--- src/rtl/seq_shift_add_mult.sv ---
// Iterative shift-and-add multiplier: one partial product per clock,
// WIDTH-bit operands, per-operation signed/unsigned mode, 2*WIDTH-bit product.
module seq_shift_add_mult #(
  parameter int unsigned WIDTH = 8,
  parameter int unsigned CNT_W = $clog2(WIDTH) + 1
) (
  input  logic               clk,
  input  logic               rst,
  input  logic               start,
  input  logic               sgn,
  input  logic [WIDTH-1:0]   a,
  input  logic [WIDTH-1:0]   b,
  output logic               busy,
  output logic               done,
  output logic [2*WIDTH-1:0] p
);

  localparam int unsigned PW = 2 * WIDTH;

  typedef enum logic [1:0] {
    S_IDLE = 2'd0,
    S_RUN  = 2'd1,
    S_FIN  = 2'd2
  } state_t;

  state_t           state, state_nxt;
  logic [WIDTH-1:0] ma, ma_nxt;
  logic [WIDTH-1:0] mb, mb_nxt;
  logic             neg, neg_nxt;
  logic [PW-1:0]    acc, acc_nxt;
  logic [CNT_W-1:0] cnt, cnt_nxt;
  logic [PW-1:0]    p_nxt;
  logic             busy_nxt;
  logic             done_nxt;
  logic [WIDTH-1:0] a_mag_c, b_mag_c;

  // Unsigned magnitudes of the operands; |-2^(WIDTH-1)| wraps to 2^(WIDTH-1), which is exact unsigned
  always_comb begin
    a_mag_c = a[WIDTH-1] ? WIDTH'(~a + WIDTH'(1)) : a;
    b_mag_c = b[WIDTH-1] ? WIDTH'(~b + WIDTH'(1)) : b;
  end

  // State register
  always_ff @(posedge clk) begin
    if (rst) begin
      state <= S_IDLE;
    end else begin
      state <= state_nxt;
    end
  end

  // Next-state and datapath next values
  always_comb begin
    state_nxt = state;
    ma_nxt    = ma;
    mb_nxt    = mb;
    neg_nxt   = neg;
    acc_nxt   = acc;
    cnt_nxt   = cnt;
    p_nxt     = p;
    done_nxt  = 1'b0;

    case (state)
      S_IDLE: begin
        if (start) begin
          state_nxt = S_RUN;
          ma_nxt    = sgn ? a_mag_c : a;
          mb_nxt    = sgn ? b_mag_c : b;
          neg_nxt   = sgn & (a[WIDTH-1] ^ b[WIDTH-1]);
          acc_nxt   = '0;
          cnt_nxt   = '0;
        end
      end
      S_RUN: begin
        if (mb[0]) begin
          acc_nxt = acc + (PW'(ma) << cnt);
        end
        mb_nxt  = mb >> 1;
        cnt_nxt = cnt + CNT_W'(1);
        if (cnt == CNT_W'(WIDTH - 1)) begin
          state_nxt = S_FIN;
        end
      end
      S_FIN: begin
        // Negating a zero accumulator yields zero, so no special case is needed
        p_nxt     = neg ? PW'(~acc + PW'(1)) : acc;
        done_nxt  = 1'b1;
        state_nxt = S_IDLE;
      end
      default: begin
        state_nxt = S_IDLE;
      end
    endcase

    busy_nxt = (state_nxt != S_IDLE);
  end

  // Datapath and output registers
  always_ff @(posedge clk) begin
    if (rst) begin
      ma   <= '0;
      mb   <= '0;
      neg  <= 1'b0;
      acc  <= '0;
      cnt  <= '0;
      p    <= '0;
      busy <= 1'b0;
      done <= 1'b0;
    end else begin
      ma   <= ma_nxt;
      mb   <= mb_nxt;
      neg  <= neg_nxt;
      acc  <= acc_nxt;
      cnt  <= cnt_nxt;
      p    <= p_nxt;
      busy <= busy_nxt;
      done <= done_nxt;
    end
  end

endmodule

--- config.mk ---
export PLATFORM = sky130hd
export DESIGN_NAME = seq_shift_add_mult
export DESIGN_NICKNAME = d
export VERILOG_FILES = /design/src/rtl/seq_shift_add_mult.sv
export SDC_FILE = /design/constraint.sdc
export NUM_CORES = 1
export LEC_CHECK = 0
export ABC_AREA = 1
export ABC_CLOCK_PERIOD_IN_PS = 3200
export CORE_UTILIZATION = 53
export DETAILED_ROUTE_END_ITERATION = 10
export DONT_BUFFER_PORTS = 1
export HOLD_SLACK_MARGIN = 0.12
export PLACE_DENSITY = 0.76
export RECOVER_POWER = 50
export SLEW_MARGIN = 20
export SYNTH_ARGS = -nofsm -noshare
export SYNTH_HDL_FRONTEND = slang
export SYNTH_SLANG_ARGS = --single-unit
export TNS_END_PERCENT = 10
--- constraint.sdc ---
create_clock -name clk -period 3.2 [get_ports clk]
set_clock_uncertainty 0.2 [all_clocks]
set_input_delay 0.48 -clock clk [delete_from_list [all_inputs] [get_ports clk]]
set_output_delay 0.48 -clock clk [all_outputs]
set_load 0.1 [all_outputs]
Word level (Yosys, flattened, before mapping). Index checks and enable logic that the tools add are counted.

Logic and storage cells: 47. Bits of input ports: 20. Flip-flop bits (word level): 57. Output and inout bits: 18.

Shift-type cells: 1. Muxes and demuxes: 16. Bitwise gates (word level): 5. $add $sub $neg: 5. Equal/unequal tests: 5. Reductions and logical operators: 6.

Operators with widths (number): $mux W16 (3); $mux W8 (5); $pmux W16 S2 (1); $add A16 B1 Y16 const B (1); $add A16 B16 Y16 (1); $add A8 B1 Y8 const B (2); $not A16 Y16 (1); $not A8 Y8 (2); $pmux W8 S2 (1); $shl A8 B4 Y16 (1); $pmux W4 S2 (1); $add A4 B1 Y4 const B (1); $eq A4 B3 Y1 const B (1); $mux W2 (2); $mux W4 (1); $ne A2 B2 Y1 const B (2); $pmux W2 S2 (1); $reduce_and A2 Y1 (2); $reduce_bool A2 Y1 (2); $reduce_and A3 Y1 (1); $eq A2 B1 Y1 const B (1); $eq A2 B2 Y1 const B (1); $logic_not A2 Y1 (1); $and A1 B1 Y1 (1); other kinds (2) (2).

Depth between registers and ports, before layout.
Word-level depth: 6. Depth in mapped cells: 19. Mapped depth without buffers: 19.

Least setup slack after synthesis. No wires, ideal clock.

Kind: register to register. Start: reg cnt[3]. End: reg acc[10]. Path slack: 0.740 ns. Data required time: 2.868 ns. Stages on the path, launching flop included: 17. Period minus slack after synthesis: 2.460 ns. Library setup time: 0.132 ns. Data arrival time: 2.128 ns. Path buffers: 1. Path through: dfxtp_1 > buf_6 > nor2_1 > inv_1 > nor3_1 > ha_1 > inv_1 > fa_1 > inv_1 > nand3_1 > nand2_1 > nand2_1 > nand2_1 > a21oi_2 > or2_0 > nand3_1 > a21oi_1.

Cells in the longest elaborated chain, start to end: 4.

RTL lines: from (decl) (line 31) `logic [CNT_W-1:0] cnt, cnt_nxt;`; from (signal assigned) (line 114) `cnt <= cnt_nxt;`; $shl A8 B4 Y16 (line 76) `acc_nxt = acc + (PW'(ma) << cnt);`; $add A16 B16 Y16 (line 76); $mux W16 (line 75) `if (mb[0]) begin`; $pmux W16 S2 (line 63) `case (state)`; to (signal assigned) (line 113) `acc <= acc_nxt;`; to (decl) (line 30) `logic [PW-1:0] acc, acc_nxt;`.

Every way passes these cells. The select of a mux whose other input is x is not followed. A chain may end at the register's enable or synchronous reset.

Worst setup path after layout.
Start: reg cnt[0]. End: reg acc[15].

The elaborated chain is that of the path after synthesis.

==> results.md <==
* Status: finished, final reports clean
* Critical path startpoint: cnt[0]$_SDFFE_PP0P_
* Clock Latency Late Sink at 0.35 ns
* Initial Util at 55.0%
* DIE WIDTH at around 90 um
* Post-synthesis average cell area at approximately 6.6 um^2
* Sequential Power Share at between 40% and 50%
* Switch Pwr at 479 uW
* Count of final hold-check violations at 0
* Wire length on met2 at ~4500 um
* Combinational power share at 14.0%
* Final wirelength at 9660 um
* Cell Pwr Density at 398 mW/mm^2
* N_diodes at 0
* Layout cells sized above 1 at 7.95%
* Post-CTS Setup Bufs at 0
* Final setup fails at 0
* Post-Route M1 WL at 4290 um
* Number of cells on the worst reg-to-reg path at 17
* Die ar. at a little under 0.008 mm^2
* Count of TritonRoute iterations in the first routing pass at 5
* Crit start category: flip-flop
* CTS clk-pin slew, worst paths at ~0.070 ns
* Top Metal Used: met4
* Final nets at 640
* Fmax at 342 MHz
* Post-place setup slack at 0.212 ns
* Max-cap violation count at 0
* Static Leak at 1.98 nW
* # IOs at 38
* Most common cell in the netlist: nand2_1
* # rows at 31
* Routability cong. at around 1.0
* WS Path Type: flip-flop to flip-flop
* Mapped cell area at 0.00399 mm^2
* RR Startpoint: cnt[0]$_SDFFE_PP0P_
* Peak supply drop at 246 uV
* Area contributors post-synth: dfxtp_1 (29%), nand2_1 (14%), a21oi_1 (6.4%)
* CP required at 3.29 ns
* Cell chosen for the clock root: clkbuf_8
* Clock buffer count from CTS at 9
* Max-slew headroom at about a third
* Placed cells at between 600 and 700
* Layout Cells excl Fill at 703
* Core Footprint at 0.00725 mm^2
* HPWL Detailed at 7190 um
* Crit path capture: acc[15]$_SDFFE_PP0P_
* Period minus WS final at 2.92 ns
* Global-route wire length before repair at ~16000 um
* Vias per std cell at around 5.6
* Initial antenna violation count at 0
* Max Slew Vio Count at 0
* GRT Total Usage at between 20% and 30%
* Grt ovf at 0
* FFs w/ async S/R, synth at 0%
* Net count after synthesis at 641
* Commonest cells in the netlist: nand2_1 (149), inv_1 (63), dfxtp_1 (57)
* CTS Buffer Depth at 2
* Routed length on met3 at 504 um
* PnR worst setup slack at 0.276 ns
* Clock share of power at 40.8%
* H-tree depth at 3
* Final TNS setup at 0 ns
* Crit share post-route at 91.4%
* Synth Register Bits at 57
* Hold Path Class: input pin to flip-flop
* Layout area overhead at 6.18%
* Residual DRC at 0
* Final ANT Viol Nets at 0
* Int Power at about 1.2 mW
* Clk sinks at 57
* Cell variety after synth at 49
* Vias at 3917
* Routed length per instance at about 14 um
* Largest net degree at the start of global routing at 31
* CTS tree: yes
* Top FF cell, synth: dfxtp_1
* Critical Path AT at between 3 and 4 ns
* Sw Ratio at 28.4%
* Largest area contributor in the netlist: dfxtp_1
* RSZ-0062 raised after global routing: no
* Drt initial violations at approximately 220
* Worst Max-Slew Pin Slew at 1.01 ns
* # port buffers at 0
* Worst R2R End: acc[15]$_SDFFE_PP0P_
* Die height at approximately 89 um
* Post-synthesis sequential area ratio at 28.6%
* EDFF count, synth at 0
* Post-Syn Instances at 601
* R2R Setup Slk at 0.28 ns
* Number of global-route vias before repair at 3612
* Crit. End Element: flip-flop
* Ys Warns at 0
* Top cell type's share of synthesized area at 28.6%
* Maximum fanout along the worst path at 8
* Pwr Total at 1.69 mW
## cell families (layout without fill, tap and decap cells)
| kind of cell | count (synthesis) | after routing | share of synthesized area [%] |
|---|---|---|---|
| and+or+nand+nor | 287 | 287 | 32.4 |
| AOI/OAI and AO/OA | 130 | 130 | 19.0 |
| buffers and inverters | 93 | 96 | 10.5 |
| DFF | 57 | 57 | 28.6 |
| adders and majority gates | 20 | 20 | 6.46 |
| xor gates and xnor gates | 13 | 13 | 2.86 |
| muxes | 1 | 1 | 0.251 |
## worst min path at each step
stage                        from                  to  slack [ns]  cells after the start
6_report                     a[0]  ma[0]$_SDFFE_PP0P_        0.13                      2
5_1_grt                      a[0]  ma[0]$_SDFFE_PP0P_        0.13                      2
4_1_cts                      a[0]  ma[0]$_SDFFE_PP0P_        0.13                      2
3_5_place_dp   mb[2]$_SDFFE_PP0P_  mb[2]$_SDFFE_PP0P_        0.26                      2
3_3_place_gp   mb[2]$_SDFFE_PP0P_  mb[2]$_SDFFE_PP0P_        0.26                      2
2_1_floorplan  mb[7]$_SDFFE_PP0P_  mb[7]$_SDFFE_PP0P_        0.25                      2
## metal layers
metal,global-route usage (%),vias to the layer above
met2,45.0,132
met5,0,-
met3,5.13,33
met1,31.1,1767
li1,-,1985
met4,11.3,0
## cell usage in the layout, fill, tap and decap left out, types with 2 or more instances in the layout
master           n
clkbuf_1         2
nor2_1          53
dlygate4sd3_1    2
nand4_1          5
nand3_2          6
o21ai_1         12
nor3_1           6
inv_2            3
a21oi_2          4
nand2_1        149
o31ai_1          3
or2_1            3
nand3b_1         3
xor2_1          10
o22ai_1          2
a31oi_1          9
dfxtp_1         56
ha_1            19
inv_1           67
or2_0            3
buf_4            3
o211ai_1         9
o221ai_1         4
a21oi_1         50
or2_2            5
nand2_2          5
clkinv_1         2
xnor2_1          3
clkinv_2         2
o21ai_0         28
nand3_1         45
clkbuf_8        11
## power by group through the flow
stage	logic (mW)	registers [mW]	clock network [mW]
after floorplan	0.196	0.769	0
after global placement	0.221	0.776	0
after detailed placement	0.226	0.776	0
after CTS	0.238	0.761	0.697
after global routing	0.264	0.764	0.724
final	0.236	0.762	0.687
## layout make-up
type	count	area, um^2
multi-input cells	451	2410
well taps	99	124
flip-flops and latches	57	1140
fillers	719	3020
repair buffers	7	66.3
clock buffers	12	155
inverters	74	295
clock inverters	3	40.0
## critical path: stages (launching register included)
cell and delay, ns:
dfxtp_2 0.37, buf_4 0.17, nand2_1 0.06, nand2_1 0.06, o21ai_1 0.24, nor2_1 0.07
a31oi_1 0.21, nor2_1 0.10, ha_1 0.36, nand2_1 0.12, inv_1 0.05, a21oi_1 0.14
nand2_1 0.17, a21oi_1 0.22, inv_1 0.06, nand2_1 0.07, nand3_2 0.06, a21oi_2 0.12
## state kept, by name (all words and copies together) (netlist names)
| signal | count |
|---|---|
| acc | 16 |
| busy | 1 |
| mb | 8 |
| state | 2 |
| neg | 1 |
| cnt | 4 |
| done | 1 |
| ma | 8 |
| p | 16 |
## what timing repair did
item | in CTS | in global routing
resized for setup | 0 | 4
hold buffers | 3 | 0
endpoints found under the hold margin | 32 | 0
setup endpoints to repair | 0 | 5
## through the flow
stage               area (um^2)  util [%]  hold slack, ns
floorplan                  3990         -           0.250
global placement           4010      55.3           0.258
detailed placement         4010      55.3           0.264
CTS                        4250      58.6           0.128
global route               4230      58.4           0.126
finish                     4230      58.4           0.135
(Power assumes the default switching activity.)
